`src/rtl/ins_line_cache.sv`:
```
// ins_line_cache -- direct-mapped instruction line cache with DDR burst refill.
//
// A fetch is accepted in IDLE, resolved in LOOKUP (interrupt vector, hit or
// miss), refilled from DDR one full line at a time on a miss, and answered
// with a one-cycle ins_valid strobe. instruction holds its value between strobes.
//
// Ports:
//   clk, rst                 clock; asynchronous active-low reset
//   fetch_req, addr_ins      fetch request / word address (taken when ins_cache_rdy=1)
//   flush                    invalidate all lines (deferred while a refill is in flight)
//   int_ins                  word returned for fetches of INT_VEC_ADDR
//   ins_cache_rdy            ready to accept a fetch
//   instruction, ins_valid   fetched word and its one-cycle qualifier
//   ISA_read_req/addr, isa_read_len   DDR burst request (zero outside a refill)
//   instruction_to_cache, rd_burst_data_valid   DDR burst beats
//   hit_cnt, miss_cnt        saturating lookup counters, present only when
//                            ICACHE_PERF_CNT_EN is defined
module ins_line_cache #(
    parameter int ADDR_WIDTH_MEM = 16,
    parameter int ISA_WIDTH      = 30,
    parameter int DDR_ADDR_WIDTH = 28,
    parameter int LINE_WORDS     = 16,
    parameter int NUM_LINES      = 4,
    parameter int DDR_SHIFT      = 3,
    parameter logic [ADDR_WIDTH_MEM-1:0] INT_VEC_ADDR = 16'h8000
) (
    input  logic                      clk,
    input  logic                      rst,
    input  logic                      fetch_req,
    input  logic [ADDR_WIDTH_MEM-1:0] addr_ins,
    input  logic                      flush,
    input  logic [ISA_WIDTH-1:0]      int_ins,
    output logic                      ins_cache_rdy,
    output logic [ISA_WIDTH-1:0]      instruction,
    output logic                      ins_valid,
    output logic                      ISA_read_req,
    output logic [DDR_ADDR_WIDTH-1:0] ISA_read_addr,
    output logic [9:0]                isa_read_len,
    input  logic [ISA_WIDTH-1:0]      instruction_to_cache,
    input  logic                      rd_burst_data_valid
`ifdef ICACHE_PERF_CNT_EN
    ,
    output logic [31:0]               hit_cnt,
    output logic [31:0]               miss_cnt
`endif
);

    localparam int OFF_W   = $clog2(LINE_WORDS);
    localparam int LOG_NL  = $clog2(NUM_LINES);
    localparam int IDX_W   = (LOG_NL > 0) ? LOG_NL : 1;
    localparam int TAG_LSB = OFF_W + LOG_NL;
    localparam int TAG_W   = ADDR_WIDTH_MEM - TAG_LSB;

    typedef enum logic [1:0] {IDLE, LOOKUP, REFILL, RESP} state_t;

    state_t                     state_q, state_d;
    logic [ADDR_WIDTH_MEM-1:0]  addr_q;
    logic                       rdy_q;
    logic [ISA_WIDTH-1:0]       instr_q;
    logic                       ival_q;
    logic [OFF_W-1:0]           beat_q;
    logic                       pend_q;
    logic [NUM_LINES-1:0]       line_vld_q;
    logic [TAG_W-1:0]           tag_q [NUM_LINES];
    logic [ISA_WIDTH-1:0]       mem   [NUM_LINES][LINE_WORDS];

    logic [OFF_W-1:0]           offset;
    logic [IDX_W-1:0]           idx;
    logic [TAG_W-1:0]           tag;
    logic [ADDR_WIDTH_MEM-1:0]  line_base;
    logic                       is_int, hit, beat_fire, last_beat, clr_all;

    assign offset    = addr_q[OFF_W-1:0];
    // A single-line cache has no index bits; every address maps to line 0.
    assign idx       = (NUM_LINES > 1) ? IDX_W'(addr_q >> OFF_W) : '0;
    assign tag       = TAG_W'(addr_q >> TAG_LSB);
    assign line_base = {addr_q[ADDR_WIDTH_MEM-1:OFF_W], {OFF_W{1'b0}}};
    assign is_int    = (addr_q == INT_VEC_ADDR);
    assign hit       = line_vld_q[idx] && (tag_q[idx] == tag);
    assign beat_fire = (state_q == REFILL) && rd_burst_data_valid;
    assign last_beat = beat_fire && (beat_q == OFF_W'(LINE_WORDS - 1));
    // A flush seen during REFILL/RESP is held in pend_q and takes effect in
    // the first IDLE cycle, so the line just refilled is dropped as well.
    assign clr_all   = ((state_q == IDLE) && pend_q) ||
                       (((state_q == IDLE) || (state_q == LOOKUP)) && flush);

    assign ins_cache_rdy = rdy_q;
    assign instruction   = instr_q;
    assign ins_valid     = ival_q;

    always_ff @(posedge clk or negedge rst) begin
        if (!rst) state_q <= IDLE;
        else      state_q <= state_d;
    end

    // Burst outputs are decoded from state so that an asynchronous reset
    // drops ISA_read_req immediately.
    always_comb begin
        state_d       = state_q;
        ISA_read_req  = 1'b0;
        ISA_read_addr = '0;
        isa_read_len  = '0;
        case (state_q)
            IDLE:   if (rdy_q && fetch_req) state_d = LOOKUP;
            LOOKUP: state_d = (is_int || hit) ? IDLE : REFILL;
            REFILL: begin
                ISA_read_req  = 1'b1;
                ISA_read_addr = DDR_ADDR_WIDTH'(line_base) << DDR_SHIFT;
                isa_read_len  = 10'(LINE_WORDS);
                if (last_beat) state_d = RESP;
            end
            RESP:   state_d = IDLE;
            default: state_d = IDLE;
        endcase
    end

    always_ff @(posedge clk or negedge rst) begin
        if (!rst) begin
            addr_q     <= '0;
            rdy_q      <= 1'b0;
            instr_q    <= '0;
            ival_q     <= 1'b0;
            beat_q     <= '0;
            pend_q     <= 1'b0;
            line_vld_q <= '0;
            for (int i = 0; i < NUM_LINES; i++) tag_q[i] <= '0;
        end else begin
            // Ready only while the next state is IDLE; this keeps it low
            // during reset and for the first cycle after release.
            rdy_q  <= (state_d == IDLE);
            ival_q <= 1'b0;
            if ((state_q == IDLE) && rdy_q && fetch_req) addr_q <= addr_ins;

            if (state_q == LOOKUP) begin
                if (is_int) begin
                    instr_q <= int_ins;
                    ival_q  <= 1'b1;
                end else if (hit) begin
                    instr_q <= mem[idx][offset];
                    ival_q  <= 1'b1;
                end
            end else if (state_q == RESP) begin
                instr_q <= mem[idx][offset];
                ival_q  <= 1'b1;
            end

            if (beat_fire) beat_q <= last_beat ? '0 : beat_q + 1'b1;

            if (clr_all) begin
                line_vld_q <= '0;
            end else if (last_beat) begin
                line_vld_q[idx] <= 1'b1;
                tag_q[idx]      <= tag;
            end

            if (((state_q == REFILL) || (state_q == RESP)) && flush) pend_q <= 1'b1;
            else if (state_q == IDLE)                                pend_q <= 1'b0;
        end
    end

    // Data array has no reset; contents are only trusted under a valid bit.
    always_ff @(posedge clk) begin
        if (beat_fire) mem[idx][beat_q] <= instruction_to_cache;
    end

`ifdef ICACHE_PERF_CNT_EN
    logic [31:0] hit_cnt_q, miss_cnt_q;

    always_ff @(posedge clk or negedge rst) begin
        if (!rst) begin
            hit_cnt_q  <= '0;
            miss_cnt_q <= '0;
        end else if ((state_q == LOOKUP) && !is_int) begin
            if (hit) begin
                if (hit_cnt_q != '1) hit_cnt_q <= hit_cnt_q + 1'b1;
            end else begin
                if (miss_cnt_q != '1) miss_cnt_q <= miss_cnt_q + 1'b1;
            end
        end
    end

    assign hit_cnt  = hit_cnt_q;
    assign miss_cnt = miss_cnt_q;
`endif

endmodule

```
`config.mk`:
```
export PLATFORM = sky130hd
export DESIGN_NAME = ins_line_cache
export DESIGN_NICKNAME = d
export VERILOG_FILES = /design/src/rtl/ins_line_cache.sv
export SDC_FILE = /design/constraint.sdc
export NUM_CORES = 2
export LEC_CHECK = 0
export CORE_ASPECT_RATIO = 0.6
export CORE_MARGIN = 2
export CORE_UTILIZATION = 32
export CTS_BUF_LIST = sky130_fd_sc_hd__clkbuf_8
export DETAILED_ROUTE_END_ITERATION = 10
export GPL_ROUTABILITY_DRIVEN = 0
export PLACE_DENSITY = 0.43
export SKIP_LAST_GASP = 1
export SLEW_MARGIN = 20
export SYNTH_ARGS = -nofsm -noshare
export SYNTH_HDL_FRONTEND = slang
export SYNTH_SLANG_ARGS = --single-unit
```
`constraint.sdc`:
```
create_clock -name clk -period 4.01 [get_ports clk]
set_input_delay 1.0025 -clock clk [delete_from_list [all_inputs] [get_ports clk]]
set_output_delay 1.0025 -clock clk [all_outputs]
set_load 0.1 [all_outputs]
```
==> impl_metrics.env <==
export IMPL_drc=0
export IMPL_root_buffer="clkbuf_8"
export IMPL_routed_wl_um=260000
export IMPL_grt_max_degree=65
export IMPL_cts_hold_buf=0
export IMPL_avgSynthCellArea_um2=21.9
export IMPL_mappedNetlistArea_um2=77700
export IMPL_worstSetupPathType="reg -> reg"
export IMPL_grtUsageTotal_pct=20.9
export IMPL_fin_tns_setup_ns=0
export IMPL_relSlewSlack_pct=27.2
export IMPL_postLayoutSetupSlackWorst_ns=0.205
export IMPL_netlist_instances=3545
export IMPL_grt_pass1_wl_um=354000
export IMPL_wl_per_cell_um=34.2
export IMPL_grt_overflow_total=0
export IMPL_drv_slew=0
export IMPL_setup_viol=0
export IMPL_antenna_found_initial=17
export IMPL_io_buffers=126
export IMPL_grt_pass1_vias=40100
export IMPL_cts_resized=0
export IMPL_clock_latency_ns=0.95
export IMPL_synth_top_area_share_pct=74.2
export IMPL_cp_max_fo=18
export IMPL_die_area_um2=247000
export IMPL_ys_seq_area_share_pct=77.4
export IMPL_max_freq_mhz=263
export IMPL_htree_num_levels=5
export IMPL_die_x_um=640
export IMPL_finalCritPeriodShare_pct=94.9
export IMPL_area_growth_pct=17.7
export IMPL_total_power_mw=62.7
export IMPL_synth_async_reset_ratio_pct=4.90
export IMPL_synth_ff_latch_count=2019
export IMPL_vias=40500
export IMPL_drive_above_1_share_pct=32.7
export IMPL_vdd_drop_max_v=0.000376
export IMPL_fin_skew_ns=0.0449
export IMPL_final_util_pct=37.8
export IMPL_cp_end_kind="flip-flop"
export IMPL_clk_pin_slew_ns=0.07
export IMPL_synth_top_area_cell="edfxtp_1"
export IMPL_status="finished clean"
export IMPL_final_fill_count=22200
export IMPL_layout_nets=4195
export IMPL_rsz0062_at_grt="no"
export IMPL_yosys_top_cells_area="edfxtp_1, mux4_2, dfrtp_1"
export IMPL_drt_pass1_iterations=7
export IMPL_finalHoldViolations=0
export IMPL_whs_ns=0.0664
export IMPL_max_cap_violations=0
export IMPL_cp_start_kind="flip-flop"
export IMPL_clkSinkCount=2019
export IMPL_start_util_pct=32.1
export IMPL_drtAntennaViolNets=0
export IMPL_cts_buffers=315
export IMPL_die_h_um=386
export IMPL_hp_class="in -> async"
export IMPL_clockBufferDepth=4
export IMPL_preCtsSetupSlack_ns=0.137
export IMPL_powerDensity_nw_per_um2=685
export IMPL_tritoncts="done"
export IMPL_num_rows=140
export IMPL_avgViaCountPerCell=5.33
export IMPL_leakage_nw=29.4
export IMPL_synth_edff_count=1920
export IMPL_core_area_um2=242000
export IMPL_synth_ff_type="edfxtp_1"
export IMPL_synth_warnings=0
export IMPL_post_cts_buffers=0
export IMPL_required_ns=4.84
export IMPL_drt_iter0_drc=5364
export IMPL_ys_types=58
export IMPL_ioPinCount=152
export IMPL_worst_pin_slew_ns=1.09
export IMPL_dp_hpwl_um=160000
export IMPL_period_needed_ns=3.81
export IMPL_worstPathArrival_ns=4.64
==> kinds of logic after synthesis <==
family                   synth area share (%)
AND/OR/NAND/NOR                          1.76
multiplexers                             16.1
XOR/XNOR                                0.158
adder cells (fa/ha/maj)                0.0644
flip-flops                               77.4
AO/OA/AOI/OAI                            3.01
buffers and inverters                    1.58
other                                 0.00483
==> path summary, 6_finish.rpt <==
path	to	slack, ns	from	depth (start not counted)
max	instruction[13]	0.20	addr_q[4]	10
min	addr_q[11]	0.07	rst	1
max reg2reg	instruction[13]	0.20	addr_q[4]	10
min reg2reg	line_vld_q[2]	0.48	line_vld_q[2]	1
max in group asynchronous	instruction[29]	2.86	rst	2
min in group clk	mem[2][205]	0.36	instruction_to_cache[25]	1
==> metal layers <==
layer / up-vias / track usage, % / share of wire, %
met5: - / 0 / 0
met4: 0 / 3.70 / 1.5
met3: 280 / 3.92 / 7.4
met2: 1678 / 28.7 / 41
met1: 22500 / 34.3 / 50
li1: 16100 / - / -
==> power breakdown <==
| part | internal (mW) | leakage, nW | switching (mW) | total [mW] |
|---|---|---|---|---|
| Combinational | 8.24 | 7.62 | 13.7 | 22.0 |
| Sequential | 23.9 | 18.5 | 0.695 | 24.6 |
| Clock | 7.84 | 3.23 | 8.31 | 16.1 |
==> cell type report <==
class / instances / area [µm²] / area share [%]
sequential: 2019 / 60100 / 65.7
multi-input combinational: 1308 / 17000 / 18.6
timing repair buffer: 456 / 4670 / 5.10
clock buffer: 328 / 4510 / 4.93
tap: 3266 / 4090 / 4.47
clock inverter: 215 / 1030 / 1.12
inverter: 10 / 37.5 / 0.0410
antenna: 5 / 12.5 / 0.0137
==> critical path, stage by stage (launching register included) <==
cell	delay [ns]
dfrtp_4	0.60
buf_12	0.28
buf_4	0.32
mux4_2	0.53
a22oi_1	0.34
a21oi_1	0.17
buf_4	0.22
a221oi_1	0.58
buf_4	0.23
nand2_1	0.12
mux2_2	0.28
==> through the flow <==
| step | cells | area [µm²] |
|---|---|---|
| 2_1_floorplan | 3569 | 77800 |
| 3_3_place_gp | 7058 | 85900 |
| 3_5_place_dp | 7058 | 85900 |
| 4_1_cts | 7601 | 91500 |
| 5_1_grt | 7604 | 91500 |
| 6_report | 7607 | 91500 |
==> sequential cells by signal (all words and copies together) (netlist names) <==
register       count
line_vld_q         4
instruction       30
beat_q             4
ins_valid          1
ins_cache_rdy      1
tag_q             40
state_q            2
mem             1920
pend_q             1
addr_q            16
==> layout by cell type (no fill, tap or decap), drive strengths merged, types with 19 or more instances in the layout <==
cell / Yosys / layout
a21oi: 64 / 64
a22oi: 133 / 133
and2: 19 / 19
buf: 129 / 382
clkbuf: 103 / 328
clkdlybuf4s50: 0 / 74
clkinv: 3 / 89
conb: 1 / 25
dfrtp: 99 / 99
edfxtp: 1920 / 1920
inv: 7 / 125
mux2: 96 / 96
mux2i: 63 / 63
mux4: 478 / 478
nand2: 89 / 89
nand3: 42 / 42
nor2: 81 / 81
o21ai: 24 / 24
o22ai: 24 / 24
==> synthesized netlist by cell type, types with 24 or more instances <==
| cell type | n |
|---|---|
| edfxtp_1 | 1920 |
| mux4_2 | 478 |
| a22oi_1 | 133 |
| clkbuf_1 | 103 |
| dfrtp_1 | 99 |
| mux2_2 | 92 |
| nand2_1 | 89 |
| nor2_1 | 81 |
| a21oi_1 | 64 |
| mux2i_1 | 63 |
| buf_4 | 55 |
| buf_2 | 46 |
| nand3_1 | 42 |
| o22ai_1 | 24 |
No activity file was read; power rests on OpenSTA's default activity.
